**config.mk**
```make
export PLATFORM = sky130hd
export DESIGN_NAME = imm_splitter
export DESIGN_NICKNAME = d
export VERILOG_FILES = /design/src/rtl/imm_pkg.sv /design/src/rtl/imm_classify.sv /design/src/rtl/imm_splitter.sv
export SDC_FILE = /design/constraint.sdc
export NUM_CORES = 1
export LEC_CHECK = 0
export CAP_MARGIN = 20
export CORE_MARGIN = 5
export CORE_UTILIZATION = 48
export CTS_CLUSTER_DIAMETER = 30
export DETAILED_ROUTE_END_ITERATION = 7
export GPL_TIMING_DRIVEN = 0
export PLACE_DENSITY = 0.73
export SYNTH_ARGS = -nofsm -noshare
export SYNTH_HDL_FRONTEND = slang
export SYNTH_SLANG_ARGS = --single-unit
```
**constraint.sdc**
```tcl
create_clock -name clk -period 4.11 [get_ports clk]
set_input_delay 1.233 -clock clk [delete_from_list [all_inputs] [get_ports clk]]
set_output_delay 1.233 -clock clk [all_outputs]
set_load 0.01 [all_outputs]
```
**src/rtl/imm_pkg.sv**
```systemverilog
// imm_pkg: shared definitions for the immediate splitter and its helpers.
//   - Immediate kind encodings carried on out_kind.
//   - Splitter FSM state encoding.
//   - Field widths for the immediate and the full constant word.
package imm_pkg;

  localparam int unsigned IMM_W  = 16;
  localparam int unsigned WORD_W = 32;

  localparam logic [1:0] KIND_ADDI = 2'd0;
  localparam logic [1:0] KIND_LUI  = 2'd1;
  localparam logic [1:0] KIND_ORI  = 2'd2;

  typedef enum logic [1:0] {
    ST_IDLE  = 2'd0,
    ST_BEAT1 = 2'd1,
    ST_BEAT2 = 2'd2
  } imm_state_t;

endpackage

```
**src/rtl/imm_classify.sv**
```systemverilog
// imm_classify: combinational classification of a 32-bit constant.
//   i_word   : constant to classify
//   o_fits   : i_word[31:15] all zeros or all ones (single sign-extended ADDI)
//   o_lozero : low half is zero (single LUI suffices when o_fits is low)
module imm_classify
  import imm_pkg::*;
(
  input  logic [WORD_W-1:0] i_word,
  output logic              o_fits,
  output logic              o_lozero
);

  logic [WORD_W-IMM_W:0] w_top;

  assign w_top    = i_word[WORD_W-1:IMM_W-1];
  assign o_fits   = (w_top == '0) || (w_top == '1);
  assign o_lozero = (i_word[IMM_W-1:0] == '0);

endmodule

```
**src/rtl/imm_splitter.sv**
```systemverilog
// imm_splitter: splits a 32-bit constant into the minimal ADDI / LUI /
// LUI+ORI immediate sequence, with valid/ready handshakes on both sides.
//   clk, rst_n          : clock (rising edge), async active-low reset
//   in_valid/in_ready   : constant handshake, in_data is the constant
//   out_valid/out_ready : immediate beat handshake
//   out_imm, out_kind   : 16-bit immediate and its kind (0 ADDI, 1 LUI, 2 ORI)
//   out_last            : final beat of the current constant
// Optional feature, macro IMM_SPLITTER_STATS_EN: adds saturating per-class
// counters stat_fits, stat_lozero, stat_pair (CNT_W bits each).
module imm_splitter
  import imm_pkg::*;
#(
  parameter int unsigned CNT_W = 16
) (
  input  logic              clk,
  input  logic              rst_n,
  input  logic              in_valid,
  output logic              in_ready,
  input  logic [WORD_W-1:0] in_data,
  output logic              out_valid,
  input  logic              out_ready,
  output logic [IMM_W-1:0]  out_imm,
  output logic [1:0]        out_kind,
  output logic              out_last
`ifdef IMM_SPLITTER_STATS_EN
  ,
  output logic [CNT_W-1:0]  stat_fits,
  output logic [CNT_W-1:0]  stat_lozero,
  output logic [CNT_W-1:0]  stat_pair
`endif
);

  if (CNT_W == 0) begin : g_cnt_w_check
    $error("imm_splitter: CNT_W must be at least 1");
  end

  imm_state_t        r_state;
  logic [WORD_W-1:0] r_data;
  logic              r_in_ready;
  logic              r_out_valid;
  logic [IMM_W-1:0]  r_out_imm;
  logic [1:0]        r_out_kind;
  logic              r_out_last;

  logic w_in_fits;
  logic w_in_lozero;
  logic w_cap_fits;
  logic w_cap_lozero;
  logic w_accept;

  // Incoming constant decides the first beat.
  imm_classify u_classify_in (
    .i_word   (in_data),
    .o_fits   (w_in_fits),
    .o_lozero (w_in_lozero)
  );

  // Captured constant decides whether an ORI beat follows the LUI.
  imm_classify u_classify_cap (
    .i_word   (r_data),
    .o_fits   (w_cap_fits),
    .o_lozero (w_cap_lozero)
  );

  assign w_accept = (r_state == ST_IDLE) && in_valid;

  always_ff @(posedge clk or negedge rst_n) begin
    if (!rst_n) begin
      r_state     <= ST_IDLE;
      r_data      <= '0;
      r_in_ready  <= 1'b1;
      r_out_valid <= 1'b0;
      r_out_imm   <= '0;
      r_out_kind  <= KIND_ADDI;
      r_out_last  <= 1'b0;
    end else begin
      case (r_state)
        ST_IDLE: begin
          if (in_valid) begin
            r_data      <= in_data;
            r_in_ready  <= 1'b0;
            r_out_valid <= 1'b1;
            r_state     <= ST_BEAT1;
            if (w_in_fits) begin
              r_out_imm  <= in_data[IMM_W-1:0];
              r_out_kind <= KIND_ADDI;
              r_out_last <= 1'b1;
            end else begin
              r_out_imm  <= in_data[WORD_W-1:IMM_W];
              r_out_kind <= KIND_LUI;
              r_out_last <= w_in_lozero;
            end
          end
        end

        ST_BEAT1: begin
          if (out_ready) begin
            if (!w_cap_fits && !w_cap_lozero) begin
              r_out_imm  <= r_data[IMM_W-1:0];
              r_out_kind <= KIND_ORI;
              r_out_last <= 1'b1;
              r_state    <= ST_BEAT2;
            end else begin
              r_out_valid <= 1'b0;
              r_in_ready  <= 1'b1;
              r_state     <= ST_IDLE;
            end
          end
        end

        ST_BEAT2: begin
          if (out_ready) begin
            r_out_valid <= 1'b0;
            r_in_ready  <= 1'b1;
            r_state     <= ST_IDLE;
          end
        end

        default: begin
          r_out_valid <= 1'b0;
          r_in_ready  <= 1'b1;
          r_state     <= ST_IDLE;
        end
      endcase
    end
  end

  assign in_ready  = r_in_ready;
  assign out_valid = r_out_valid;
  assign out_imm   = r_out_imm;
  assign out_kind  = r_out_kind;
  assign out_last  = r_out_last;

`ifdef IMM_SPLITTER_STATS_EN
  logic [CNT_W-1:0] r_stat_fits;
  logic [CNT_W-1:0] r_stat_lozero;
  logic [CNT_W-1:0] r_stat_pair;

  always_ff @(posedge clk or negedge rst_n) begin
    if (!rst_n) begin
      r_stat_fits   <= '0;
      r_stat_lozero <= '0;
      r_stat_pair   <= '0;
    end else if (w_accept) begin
      if (w_in_fits) begin
        if (r_stat_fits != '1) r_stat_fits <= r_stat_fits + 1'b1;
      end else if (w_in_lozero) begin
        if (r_stat_lozero != '1) r_stat_lozero <= r_stat_lozero + 1'b1;
      end else begin
        if (r_stat_pair != '1) r_stat_pair <= r_stat_pair + 1'b1;
      end
    end
  end

  assign stat_fits   = r_stat_fits;
  assign stat_lozero = r_stat_lozero;
  assign stat_pair   = r_stat_pair;
`else
  logic w_unused_accept;
  assign w_unused_accept = w_accept;
`endif

endmodule

```
# [Word level (Yosys, flattened, before mapping)]
# Index checks and enable logic that the tools add are counted.
[word_totals] mem_bits_rw=0 word_cells=61 ff_bits=55 n_memories=0 inputBits=36 rom_bits=0 latchBits=0
[classes] n_eq_ne=9 n_lt_le_gt_ge=0 n_shift=0 muxes=30 bitwise_logic=0 addsub=0 div=0 n_reduce_logical=15 multipliers=0
[op_table] cell="16-bit two-way mux" count=4
[op_table] cell="17-bit == test, second input constant" count=2
[op_table] cell="17-bit zero test" count=2
[op_table] cell="16-bit zero test" count=2
[op_table] cell="16-bit one-hot mux with 2 select lines" count=1
[op_table] cell="2-bit two-way mux" count=7
[op_table] cell="1-bit two-way mux" count=13
[op_table] cell="2-bit inequality test, second input constant" count=5
[op_table] cell="4-bit AND reduction" count=2
[op_table] cell="1-bit one-hot mux with 3 select lines" count=2
[op_table] cell="2-bit one-hot mux with 3 select lines" count=1
[op_table] cell="2-bit one-hot mux with 2 select lines" count=1
[op_table] cell="3-bit AND reduction" count=1
[op_table] cell="2-bit by 1-bit == test with 1-bit output, second input constant" count=1
[op_table] cell="2-bit == test, second input constant" count=1
[op_table] cell="1-bit zero test" count=2
[op_table] cell="2-bit zero test" count=1
[op_table] cell="1-bit logical OR" count=2
[op_table] cell="1-bit one-hot mux with 2 select lines" count=1
[op_table] cell="2-bit AND reduction" count=1
[op_table] cell="2-bit nonzero test" count=1
[op_table] cell="1-bit logical AND" count=1

# [Depth between registers and ports, before layout]
# Gate-level depths: netlist of run 1.
[logic_depth] ltp_word=7 ltp_mapped=7 ltp_nobuf=5

# [Hierarchy]
# From an unflattened synthesis of run 1, not the netlist that was laid out.
[hier_totals] cells_unflattened=202 hier_area_um2=2892.8
[modules_own_cells] mod="imm_splitter" n_inst=1 cells_per_inst=168 area_per_inst_um2=2652.5 seq_area_each_um2=1377.6
[modules_own_cells] mod="imm_classify" n_inst=2 cells_per_inst=17 area_per_inst_um2=120.1 seq_area_each_um2=0.0

# [Worst setup path before layout of run 1]
# Ideal clock, no wire load.
[synth_path] kind="input-to-reg" startpoint="in in_data[29]" endpoint="reg r_out_imm[0] (netlist: out_imm[0])" cell_stages=7 required_ns=3.985 setup_slack_ns=1.377 setup_time_ns=0.125 path_buffers=2 t_arrival_ns=2.607 cell_sequence="nand4_1 or4_1 clkbuf_1 clkbuf_1 o21ai_0 a211oi_1 mux2_4"
[synth_between] elab_chain_cells=5 word_cells_on_any_way=6
[synth_lines] element="start: declaration" line_no="imm_splitter.sv:19" text="input logic [WORD_W-1:0] in_data,"
[synth_lines] element="17-bit == test or 17-bit zero test (tied branches)" line_no="imm_classify.sv:16" text="assign o_fits = (w_top == '0) || (w_top == '1);"
[synth_lines] element="1-bit logical OR (*)" line_no="imm_classify.sv:16"
[synth_lines] element="16-bit two-way mux (*)" line_no="imm_splitter.sv:84" text="if (w_in_fits) begin"
[synth_lines] element="16-bit two-way mux (*)" line_no="imm_splitter.sv:79" text="if (in_valid) begin"
[synth_lines] element="16-bit one-hot mux with 2 select lines (*)" line_no="imm_splitter.sv:77" text="case (r_state)"
[synth_lines] element="end signal: assignment" line_no="imm_splitter.sv:85" text="r_out_imm <= in_data[IMM_W-1:0];"
[synth_lines] element="end signal: assignment" line_no="imm_splitter.sv:89" text="r_out_imm <= in_data[WORD_W-1:IMM_W];"
[synth_lines] element="end signal: assignment" line_no="imm_splitter.sv:99" text="r_out_imm <= r_data[IMM_W-1:0];"
[synth_lines] element="end: declaration" line_no="imm_splitter.sv:41" text="logic [IMM_W-1:0] r_out_imm;"
# Every way passes the cells marked *; elsewhere a longest branch is shown, timed or not. The select of a mux whose other input is x is not followed.
# A chain may end at the register's enable or synchronous reset.

# [Final worst setup path of run 1]
[layout_path] startpoint="in in_data[20]" endpoint="reg r_out_imm[6] (netlist: out_imm[6])"
# The elaborated chain is that of the path after synthesis.

==> results of run 1 <==
==> through the flow <==
step           utilization, %  instance area, um2
2_1_floorplan               -                2820
3_3_place_gp             59.6                3460
5_1_grt                  61.3                3560
4_1_cts                  61.3                3560
6_report                 61.3                3560
3_5_place_dp             59.8                3480
==> power by group through the flow <==
stage | clock network (uW) | logic (uW) | registers [uW]
after floorplan | 0 | 705 | 1050
after global placement | 0 | 1140 | 1030
after detailed placement | 0 | 1160 | 1050
after CTS | 306 | 1170 | 1040
after global routing | 325 | 1250 | 1080
final | 298 | 1160 | 1040
==> synthesized netlist by cell type (all sizes together), types with 2 or more instances <==
cell type	count
nor2	16
nor4	16
mux2	48
buf	3
clkbuf	15
a21oi	4
nand2	2
dfrtp	54
inv	3
nand4	11
a2111oi	15
o21ai	17
nand2b	2
or4	2
a211oi	15
==> logic make-up after synthesis <==
kind of cell | Yosys count | share of synthesized area [%]
muxes | 49 | 20.6
and+or+nand+nor | 56 | 11.9
buffers and inverters | 21 | 4.26
AOI/OAI and AO/OA | 58 | 14.4
DFF | 55 | 48.9
==> per-layer routing <==
layer	share of wire, %	track usage [%]	up-vias
li1	-	-	1061
met1	45	27.3	1126
met2	46	32.4	100
met3	6.7	4.37	17
met4	2.2	7.51	0
met5	0	0	-
==> registers in the layout (all words and copies together) (netlist names) <==
| name | count |
|---|---|
| r_data | 32 |
| r_state | 2 |
| in_ready | 1 |
| out_imm | 16 |
| out_kind | 2 |
| out_valid | 1 |
| out_last | 1 |
==> final timing paths <==
check,start,depth (start not counted),slack [ns],end
min in group asynchronous,rst_n,1,0.83,out_imm[10]$_DFFE_PN0P_
hold reg to reg,in_ready$_DFFE_PN1P_,2,0.47,in_ready$_DFFE_PN1P_
setup / recovery,in_data[20],8,0.72,out_imm[6]$_DFFE_PN0P_
hold / removal,in_ready$_DFFE_PN1P_,2,0.47,in_ready$_DFFE_PN1P_
setup reg to reg,r_state[1]$_DFFE_PN0P_,4,1.80,r_data[19]$_DFFE_PN0P_
max in group asynchronous,rst_n,2,2.66,in_ready$_DFFE_PN1P_
==> worst max-delay path, stage by stage <==
cell	delay (ns)
clkdlybuf4s50_1	0.52
nor4_1	0.34
and4_1	0.23
clkbuf_1	0.27
clkbuf_1	0.35
a2111oi_0	0.17
a211oi_1	0.33
mux2_4	0.20
==> layout make-up <==
cell class	instances	area, um2
clock inverter	2	12.5
tap	75	93.8
buffer	18	109
sequential	55	1380
clock buffer	6	72.6
timing repair buffer	56	566
fill	502	2250
multi-input combinational	163	1320
inverter	3	11.3
==> run metrics, run 1 <==
Setup Viol. Count Final 0; 1st-iter DRT viols 161; CP endpoint kind flop; # IOs 57; Synth area leader dfrtp_1; WL final between 7000 and 8000 um; synth unique cells 37; Placement Rows 28; top post-synthesis cells by area dfrtp_1, mux2_2, a2111oi_0, mux2_4, a211oi_1; CTS tree built; starting density of the core between 40% and 50%; fmax roughly 290 MHz; setup slack at placement 0.449 ns; Core Region 5820 um2; post-CTS sizing 0; Power Total around 2500 uW; crit path kind input pin to flop; Setup Fix Bufs, Post-CTS 0; P_leak around 0.0013 uW; worst hold slack approximately 0.47 ns; Layout area overhead 26.4%; Final Hold Vio Count 0; # port buffers 55; Max Cap Viol 0; maximum vdd drop 0.299 mV; Worst Hold Class flop to flop; Yosys reg bits 55; Yosys top cell area share between 40% and 50%; Final ANT Viol Nets 0; hpwl dp around 5500 um; number of hold buffers added after cts 0; initial antenna violation count 0; commonest non-fill, non-tap cells in the layout clkdlybuf4s50_1, dfrtp_1, mux2_2; ys async rst share between 90% and 100%; Max clock buf depth 2; DRC Markers 0; nets around 340; Synth Flop Type dfrtp_1; clock skew about 0.012 ns; power per cell area 702 nW/um2; min Tclk post-route roughly 3.4 ns; final setup margin around 0.72 ns; synth warn 0; die height 86.6 um; setup_tns 0 ns; Mapped Cells approximately 240; Overall Global Routing Usage 20.4%; placed cell count 370; H-Tree Depth 2; fin cells ~380; Worst Path Max Fanout 10; vias 2304; Critical Path AT between 3 and 4 ns; largest net degree at the start of global routing 41; sequential fraction of the synthesis area between 40% and 50%; TritonCTS Sinks 55; routability cong. around 0.9; worst-skew pair later-pin latency around 0.32 ns; Logic pwr share 46.4%; sw frac about a third; # diodes 0; RSZ-0062 raised after global routing no; Clock transition at path regs roughly 0.09 ns; layout cell share with drive strength beyond 1 about 23%; Cell Area, Synth 2820 um2; die width 86.6 um; Flop pwr share approximately two fifths; Worst Path Required 4.36 ns; Routed wire per std cell 19.4 um; vias in the first global route between 2000 and 2500; Post-synth EDFFs 0; Slew Viols, Final 0; Worst Setup Start Kind input pin; Slew HR a little under three fifths; die footprint between 7000 and 8000 um2; clock share of power between 10% and 20%; status finished, final reports clean; TritonRoute pass-1 iters 4; P_sw around 870 uW; clock buffers created by TritonCTS 5; first-pass GRT wire length 11900 um; total gr overflow 0; syn_area_per_cell 11.8 um2; worst slew pin tran 0.640 ns; syn_nets 275; CTS root buf clkbuf_8; DR vias/cell between 6 and 7; Int Pwr between 1500 and 2000 uW; period utilization 82.5%
Note: power is estimated with default switching activity, not from simulation.
==> run 2: changes to the inputs <==
clock period = 3.4 ns   (was 4.11 ns; I/O delays follow)
==> results of run 2 <==
Same layout as run 1 (identical final DEF). Status: finished, final reports clean.
Among the figures that moved: setup slack after placement 0.449 ns -> -0.0484 ns; setup slack after layout 0.720 ns -> 0.223 ns; register-to-register setup slack 1.80 ns -> 1.09 ns; total power 2500 uW -> 3020 uW; worst IR drop on VDD 0.299 mV -> 0.362 mV
==> run 3: changes to the inputs <==
==> constraint.sdc (replaced) <==
create_clock -name clk -period 3.4 [get_ports clk]
set_input_delay 1.02 -clock clk [delete_from_list [all_inputs] [get_ports clk]]
set_output_delay 1.02 -clock clk [all_outputs]
set_load 0.1 [all_outputs]
==> results of run 3 <==
Same layout as run 1 (identical final DEF). Status: finished, final reports clean.
Among the figures that moved: setup slack after placement 0.449 ns -> -0.0484 ns; setup slack after layout 0.720 ns -> 0.223 ns; register-to-register setup slack 1.80 ns -> 1.09 ns; total power 2500 uW -> 3900 uW; worst IR drop on VDD 0.299 mV -> 0.653 mV
